<file path="config.mk">
export PLATFORM = sky130hd
export DESIGN_NAME = snoop_lookup_resp_md_flat
export DESIGN_NICKNAME = d
export VERILOG_FILES = /design/src/rtl/snoop_lookup_resp_md_if.sv /design/src/rtl/snoop_lookup_resp_md.sv /design/src/flat_wrapper.sv
export SDC_FILE = /design/constraint.sdc
export NUM_CORES = 1
export LEC_CHECK = 0
export BUFFER_PORTS_ARGS = -buffer_cell sky130_fd_sc_hd__buf_2
export CAP_MARGIN = 20
export CORE_ASPECT_RATIO = 0.75
export CORE_UTILIZATION = 33
export CTS_CLUSTER_SIZE = 25
export DETAILED_ROUTE_END_ITERATION = 7
export PLACE_DENSITY = 0.65
export SLEW_MARGIN = 20
export SYNTH_ARGS = -nofsm -noshare
export SYNTH_HDL_FRONTEND = slang
export SYNTH_SLANG_ARGS = --single-unit
export TNS_END_PERCENT = 100
</file>
<file path="constraint.sdc">
create_clock -name clk -period 2.5 [get_ports clk]
set_input_delay 0.25 -clock clk [delete_from_list [all_inputs] [get_ports clk]]
set_output_delay 0.25 -clock clk [all_outputs]
set_load 0.03 [all_outputs]
</file>
<file path="src/rtl/snoop_lookup_resp_md_if.sv">
`default_nettype none
// +----------------------------------------------------------------------+
// | snoop_lookup_resp_md_if                                              |
// | Snoop request, set lookup and state-write bundle for one LV1 cache.  |
// | Rev 1.0                                                              |
// +----------------------------------------------------------------------+
interface snoop_lookup_resp_md_if #(
  parameter int ASSOC     = 4,
  parameter int ASSOC_WID = 2,
  parameter int TAG_WID   = 24
);
  logic                     snoop_req;
  logic [1:0]               snoop_type;
  logic [TAG_WID-1:0]       snoop_tag;
  logic [ASSOC*TAG_WID-1:0] way_tag_in;
  logic [2*ASSOC-1:0]       way_mesi_in;
  logic [ASSOC_WID-1:0]     blk_access_snoop;
  logic                     flush_done;
  logic                     blk_hit_snoop;
  logic [ASSOC-1:0]         access_blk_snoop;
  logic                     mesi_wr_en;
  logic [ASSOC_WID-1:0]     mesi_wr_way;
  logic [1:0]               mesi_wr_data;
  logic                     shared_out;
  logic                     flush_req;
  logic                     snoop_busy;
  logic                     snoop_done;

  modport master (
    output snoop_req, snoop_type, snoop_tag, way_tag_in, way_mesi_in,
           blk_access_snoop, flush_done,
    input  blk_hit_snoop, access_blk_snoop, mesi_wr_en, mesi_wr_way,
           mesi_wr_data, shared_out, flush_req, snoop_busy, snoop_done
  );

  modport slave (
    input  snoop_req, snoop_type, snoop_tag, way_tag_in, way_mesi_in,
           blk_access_snoop, flush_done,
    output blk_hit_snoop, access_blk_snoop, mesi_wr_en, mesi_wr_way,
           mesi_wr_data, shared_out, flush_req, snoop_busy, snoop_done
  );
endinterface
`default_nettype wire

</file>
<file path="src/rtl/snoop_lookup_resp_md.sv">
`default_nettype none
// +----------------------------------------------------------------------+
// | snoop_lookup_resp_md                                                 |
// | Snoop tag lookup, MESI update and flush sequencer for one LV1 cache. |
// | Rev 1.0                                                              |
// +----------------------------------------------------------------------+
module snoop_lookup_resp_md #(
  parameter int ASSOC     = 4,
  parameter int ASSOC_WID = 2,
  parameter int TAG_WID   = 24
) (
  input  wire logic              clk,
  input  wire logic              rst,
  snoop_lookup_resp_md_if.slave  bus
);

  typedef enum logic [2:0] {
    S_IDLE   = 3'd0,
    S_LOOKUP = 3'd1,
    S_RESP   = 3'd2,
    S_FLUSH  = 3'd3,
    S_DONE   = 3'd4
  } state_t;

  localparam logic [1:0] MESI_I   = 2'b00;
  localparam logic [1:0] MESI_S   = 2'b01;
  localparam logic [1:0] MESI_M   = 2'b11;
  localparam logic [1:0] TYPE_RD  = 2'b00;
  localparam logic [1:0] TYPE_RDX = 2'b01;
  localparam logic [1:0] TYPE_INV = 2'b10;
  localparam logic [1:0] TYPE_RSV = 2'b11;

  state_t               state_q,   state_d;
  logic [1:0]           type_q,    type_d;
  logic [ASSOC-1:0]     vec_q,     vec_d;
  logic                 hit_q,     hit_d;
  logic [2*ASSOC-1:0]   mesi_q,    mesi_d;
  logic [ASSOC_WID-1:0] wr_way_q,  wr_way_d;
  logic [1:0]           wr_data_q, wr_data_d;
  logic                 flush_q,   flush_d;

  logic [ASSOC-1:0]     way_match;
  logic [1:0]           hit_mesi;
  logic [1:0]           next_mesi;
  logic                 need_flush;

  // A way only counts as a hit if its line is valid.
  for (genvar i = 0; i < ASSOC; i++) begin : g_match
    assign way_match[i] = (bus.way_tag_in[i*TAG_WID +: TAG_WID] == bus.snoop_tag) &&
                          (bus.way_mesi_in[2*i +: 2] != MESI_I);
  end

  assign hit_mesi = mesi_q[{bus.blk_access_snoop, 1'b0} +: 2];

  always_comb begin
    next_mesi  = MESI_I;
    need_flush = 1'b0;
    case (type_q)
      TYPE_RD: begin
        next_mesi  = (hit_mesi == MESI_I) ? MESI_I : MESI_S;
        need_flush = (hit_mesi == MESI_M);
      end
      TYPE_RDX: begin
        next_mesi  = MESI_I;
        need_flush = (hit_mesi == MESI_M);
      end
      TYPE_INV: begin
        next_mesi  = MESI_I;
        need_flush = 1'b0;
      end
      default: begin
        next_mesi  = MESI_I;
        need_flush = 1'b0;
      end
    endcase
  end

  always_comb begin
    state_d   = state_q;
    type_d    = type_q;
    vec_d     = vec_q;
    hit_d     = hit_q;
    mesi_d    = mesi_q;
    wr_way_d  = wr_way_q;
    wr_data_d = wr_data_q;
    flush_d   = flush_q;
    case (state_q)
      S_IDLE: begin
        if (bus.snoop_req) begin
          type_d  = bus.snoop_type;
          vec_d   = way_match;
          hit_d   = |way_match;
          mesi_d  = bus.way_mesi_in;
          state_d = S_LOOKUP;
        end
      end
      S_LOOKUP: begin
        if (!hit_q || (type_q == TYPE_RSV)) begin
          state_d = S_DONE;
        end else begin
          wr_way_d  = bus.blk_access_snoop;
          wr_data_d = next_mesi;
          flush_d   = need_flush;
          state_d   = S_RESP;
        end
      end
      S_RESP: begin
        state_d = flush_q ? S_FLUSH : S_DONE;
      end
      S_FLUSH: begin
        if (bus.flush_done) begin
          state_d = S_DONE;
        end
      end
      S_DONE: begin
        vec_d   = '0;
        hit_d   = 1'b0;
        flush_d = 1'b0;
        state_d = S_IDLE;
      end
      default: begin
        state_d = S_IDLE;
      end
    endcase
  end

  always_ff @(posedge clk or posedge rst) begin
    if (rst) begin
      state_q   <= S_IDLE;
      type_q    <= 2'b00;
      vec_q     <= '0;
      hit_q     <= 1'b0;
      mesi_q    <= '0;
      wr_way_q  <= '0;
      wr_data_q <= 2'b00;
      flush_q   <= 1'b0;
    end else begin
      state_q   <= state_d;
      type_q    <= type_d;
      vec_q     <= vec_d;
      hit_q     <= hit_d;
      mesi_q    <= mesi_d;
      wr_way_q  <= wr_way_d;
      wr_data_q <= wr_data_d;
      flush_q   <= flush_d;
    end
  end

  // Strobe-type outputs are pure state decodes so reset clears them at once.
  assign bus.blk_hit_snoop    = hit_q;
  assign bus.access_blk_snoop = vec_q;
  assign bus.mesi_wr_en       = (state_q == S_RESP);
  assign bus.mesi_wr_way      = (state_q == S_RESP) ? wr_way_q  : '0;
  assign bus.mesi_wr_data     = (state_q == S_RESP) ? wr_data_q : 2'b00;
  assign bus.shared_out       = (state_q == S_RESP);
  assign bus.flush_req        = (state_q == S_FLUSH);
  assign bus.snoop_busy       = (state_q != S_IDLE);
  assign bus.snoop_done       = (state_q == S_DONE);

endmodule
`default_nettype wire

</file>
<file path="src/flat_wrapper.sv">
// flat-port wrapper written by rule: the top's interface ports become plain ports
module snoop_lookup_resp_md_flat 
#(
  parameter int ASSOC     = 4,
  parameter int ASSOC_WID = 2,
  parameter int TAG_WID   = 24
)
  (clk, rst, bus_snoop_req, bus_snoop_type, bus_snoop_tag, bus_way_tag_in, bus_way_mesi_in, bus_blk_access_snoop, bus_flush_done, bus_blk_hit_snoop, bus_access_blk_snoop, bus_mesi_wr_en, bus_mesi_wr_way, bus_mesi_wr_data, bus_shared_out, bus_flush_req, bus_snoop_busy, bus_snoop_done);
  snoop_lookup_resp_md_if #(.ASSOC(ASSOC), .ASSOC_WID(ASSOC_WID), .TAG_WID(TAG_WID)) bus_i ();
  input  wire logic clk;
  input  wire logic rst;
  input wire logic [$bits(bus_i.snoop_req)-1:0] bus_snoop_req;
  input wire logic [$bits(bus_i.snoop_type)-1:0] bus_snoop_type;
  input wire logic [$bits(bus_i.snoop_tag)-1:0] bus_snoop_tag;
  input wire logic [$bits(bus_i.way_tag_in)-1:0] bus_way_tag_in;
  input wire logic [$bits(bus_i.way_mesi_in)-1:0] bus_way_mesi_in;
  input wire logic [$bits(bus_i.blk_access_snoop)-1:0] bus_blk_access_snoop;
  input wire logic [$bits(bus_i.flush_done)-1:0] bus_flush_done;
  output wire logic [$bits(bus_i.blk_hit_snoop)-1:0] bus_blk_hit_snoop;
  output wire logic [$bits(bus_i.access_blk_snoop)-1:0] bus_access_blk_snoop;
  output wire logic [$bits(bus_i.mesi_wr_en)-1:0] bus_mesi_wr_en;
  output wire logic [$bits(bus_i.mesi_wr_way)-1:0] bus_mesi_wr_way;
  output wire logic [$bits(bus_i.mesi_wr_data)-1:0] bus_mesi_wr_data;
  output wire logic [$bits(bus_i.shared_out)-1:0] bus_shared_out;
  output wire logic [$bits(bus_i.flush_req)-1:0] bus_flush_req;
  output wire logic [$bits(bus_i.snoop_busy)-1:0] bus_snoop_busy;
  output wire logic [$bits(bus_i.snoop_done)-1:0] bus_snoop_done;
  assign bus_i.snoop_req = bus_snoop_req;
  assign bus_i.snoop_type = bus_snoop_type;
  assign bus_i.snoop_tag = bus_snoop_tag;
  assign bus_i.way_tag_in = bus_way_tag_in;
  assign bus_i.way_mesi_in = bus_way_mesi_in;
  assign bus_i.blk_access_snoop = bus_blk_access_snoop;
  assign bus_i.flush_done = bus_flush_done;
  assign bus_blk_hit_snoop = bus_i.blk_hit_snoop;
  assign bus_access_blk_snoop = bus_i.access_blk_snoop;
  assign bus_mesi_wr_en = bus_i.mesi_wr_en;
  assign bus_mesi_wr_way = bus_i.mesi_wr_way;
  assign bus_mesi_wr_data = bus_i.mesi_wr_data;
  assign bus_shared_out = bus_i.shared_out;
  assign bus_flush_req = bus_i.flush_req;
  assign bus_snoop_busy = bus_i.snoop_busy;
  assign bus_snoop_done = bus_i.snoop_done;
  snoop_lookup_resp_md #(.ASSOC(ASSOC), .ASSOC_WID(ASSOC_WID), .TAG_WID(TAG_WID)) u_core (.clk(clk), .rst(rst), .bus(bus_i));
endmodule
</file>
==> results.yml <==
detailed_routing:
  drc: 0
  wl_per_cell_um: 16.1
  vias: 2125
  routed_wl_um: 7100
  first_pass_iters: 4
  vias_per_cell: 4.82
  drt_iter0_markers: 85
  antenna_left: 0
clocking:
  cts_sinks: 22
  clk-insertion-delay-late_ps: 260
  cts_root_buf: "clkbuf_8"
  tritoncts: "done"
  ctsResizeCount: 0
  cts.path.max_buffers: 2
  ctsHtreeMaxLevel: 1
  clk_pin_slew_ps: 80
  cts_made_buffers: 3
  ctsHoldBuffers: 0
  postCtsSetupRepairBufs: 0
timing:
  tns_ps: 0
  slew_headroom_pct: 41.9
  period_needed_ps: 1830
  rsz0062_at_grt: "no"
  timing_hold_violations_final: 0
  report.final.slew_viol_count: 0
  fmax_ghz: 0.546
  worst_slew_pin_slew_ps: 871
  post-route-period-util_pct: 73.3
  fin_skew_ps: 3.65
  finalSetupViolCount: 0
finish:
  syn2layout_area_growth_pct: 38.1
  nets: 501
  layout-drive-gt1-share_pct: 46.6
  postLayoutCoreUtil_pct: 48.8
  final_cell_mix: "buf_2 (148), xnor2_1 (49), xor2_1 (44), dfrtp_1 (22), nand4_1 (16)"
  antenna_cells: 0
  final_common_cell: "buf_2"
placement:
  dp_hpwl_um: 6280
  gp_congestion: 0.800
  port_buffers: 148
yosys:
  avgSynthCellArea_um2: 9.55
  yosys_warnings: 0
  syn-num-nets: 358
  yosysTopAreaCell: "dfrtp_1"
  synth_top_area_share_pct: 26.0
  syn_area_mm2: 0.00212
  synthCells: 222
  yosysUniqueCellTypes: 31
  yosysSeqAreaShare_pct: 26.0
  ys_seq_elements: 22
  synthTopCellsByArea: "dfrtp_1 (26%), xnor2_1 (20%), xor2_1 (18%), mux2_2 (6.4%), nand4_1 (4.7%)"
global_route:
  antenna_found_initial: 1
  grt_pass1_wl_um: 10400
  grt_pass1_vias: 2036
  grt_overflow_total: 0
  grt_usage_pct: 20.7
  grt_max_degree: 23
worst_setup_path:
  reg2reg_depth: 4
  worst-r2r-setup-slack_ps: 1030
  reg2reg_to: "u_core.wr_data_q[0]$_DFFE_PP0P_"
  crit_path_end_kind: "primary output"
  arrival_ps: 1580
  cp_max_fo: 6
  crit_path_start_kind: "flop"
  crit_required_ps: 2250
  worst-setup-path-type: "reg -> out"
  reg2reg_from: "u_core.state_q[1]$_DFFE_PP0P_"
power:
  vdd_ir_drop_max_uv: 267
  p_leak_nw: 1.38
  powerDensity_mw_per_mm2: 527
floorplan:
  io_pins: 150
  core_mm2: 0.00601
  rows: 24
  die-area_mm2: 0.00675
  die_x_um: 94.6
  die_h_um: 71.4
  initial_core_util_pct: 35.3
min_path:
  hold_class: "in -> async"
flow_run:
  drv_cap: 0
run_status:
  outcome: "completed"
## layer usage
metal	GRT usage, %	part of all wire [%]	vias to the layer above
li1	-	-	1054
met1	29.5	47	962
met2	34.1	46	103
met3	4.35	6.6	4
met4	1.01	0.11	2
met5	0	0.18	-
## final cells by class
cell class,instances,area [µm²]
fillers,601,3080
multi-input cells,185,1480
repair buffers,149,748
flip-flops and latches,22,551
well taps,78,97.6
clock buffers,3,41.3
inverters,4,15.0
## flip-flops by register name, summed over array words and instances (netlist names)
register,cells
u_core.bus.access_blk_snoop,4
u_core.type_q,2
u_core.flush_q,1
u_core.state_q,3
u_core.mesi_q,8
u_core.wr_data_q,1
u_core.bus.blk_hit_snoop,1
u_core.wr_way_q,2
## worst max path at each step
stage | start | end | slack [ps] | cells after the start
after CTS | u_core.state_q[1]$_DFFE_PP0P_ | bus_mesi_wr_way[1] | 690 | 4
final | u_core.state_q[1]$_DFFE_PP0P_ | bus_mesi_wr_way[1] | 670 | 4
after floorplan | u_core.state_q[0]$_DFFE_PP0P_ | bus_mesi_wr_data[0] | 470 | 3
after detailed placement | bus_snoop_tag[0] | u_core.bus.blk_hit_snoop$_DFFE_PP0P_ | 630 | 7
after global routing | u_core.state_q[1]$_DFFE_PP0P_ | bus_mesi_wr_way[0] | 480 | 4
after global placement | bus_snoop_tag[0] | u_core.bus.blk_hit_snoop$_DFFE_PP0P_ | 610 | 7
## report_power, final
| part | switching (mW) | internal, mW | leakage, nW |
|---|---|---|---|
| clock | 0.113 | 0.108 | 0.0216 |
| combinational | 0.401 | 0.370 | 1.09 |
| sequential | 0.0891 | 0.463 | 0.272 |
| total | 0.603 | 0.940 | 1.38 |
## cell usage after synthesis, drive strengths merged
master / n
nor2: 8
nand2b: 1
a31oi: 1
nand3: 4
inv: 4
clkbuf: 3
and2: 3
nor3: 6
nor3b: 2
dfrtp: 22
a211oi: 1
nand3b: 2
buf: 8
xor2: 44
xnor2: 52
mux2: 12
a41oi: 1
a31o: 1
and3: 1
nor4: 12
mux4: 2
nand4: 16
a32oi: 1
or3: 1
nand2: 3
conb: 1
o41ai: 1
o21ai: 9
## cell families (layout without fill, tap and decap cells)
kind of cell | after synthesis | count (layout) | share of synthesized area [%]
xor+xnor | 96 | 96 | 40.7
simple gates | 59 | 59 | 15.8
flops | 22 | 22 | 26.0
compound gates | 15 | 15 | 4.43
buf+inv | 15 | 156 | 4.48
mux | 14 | 14 | 8.50
other cells | 1 | 1 | 0.177
## through the flow
stage	hold WS, ps	setup WS (ps)	std cells	power (mW)	cell area (µm²)
floorplan	239	472	222	1.06	2120
global placement	461	614	438	1.32	2890
detailed placement	469	627	438	1.33	2890
CTS	180	687	441	1.55	2930
global route	207	482	441	1.64	2930
finish	156	668	441	1.54	2930
## critical path, cell delays in order, from the launching register on
cell and delay, ps:
dfrtp_1 390, inv_1 110, nor3_1 430, and2_1 190
buf_2 190
Note: power is estimated with default switching activity, not from simulation.
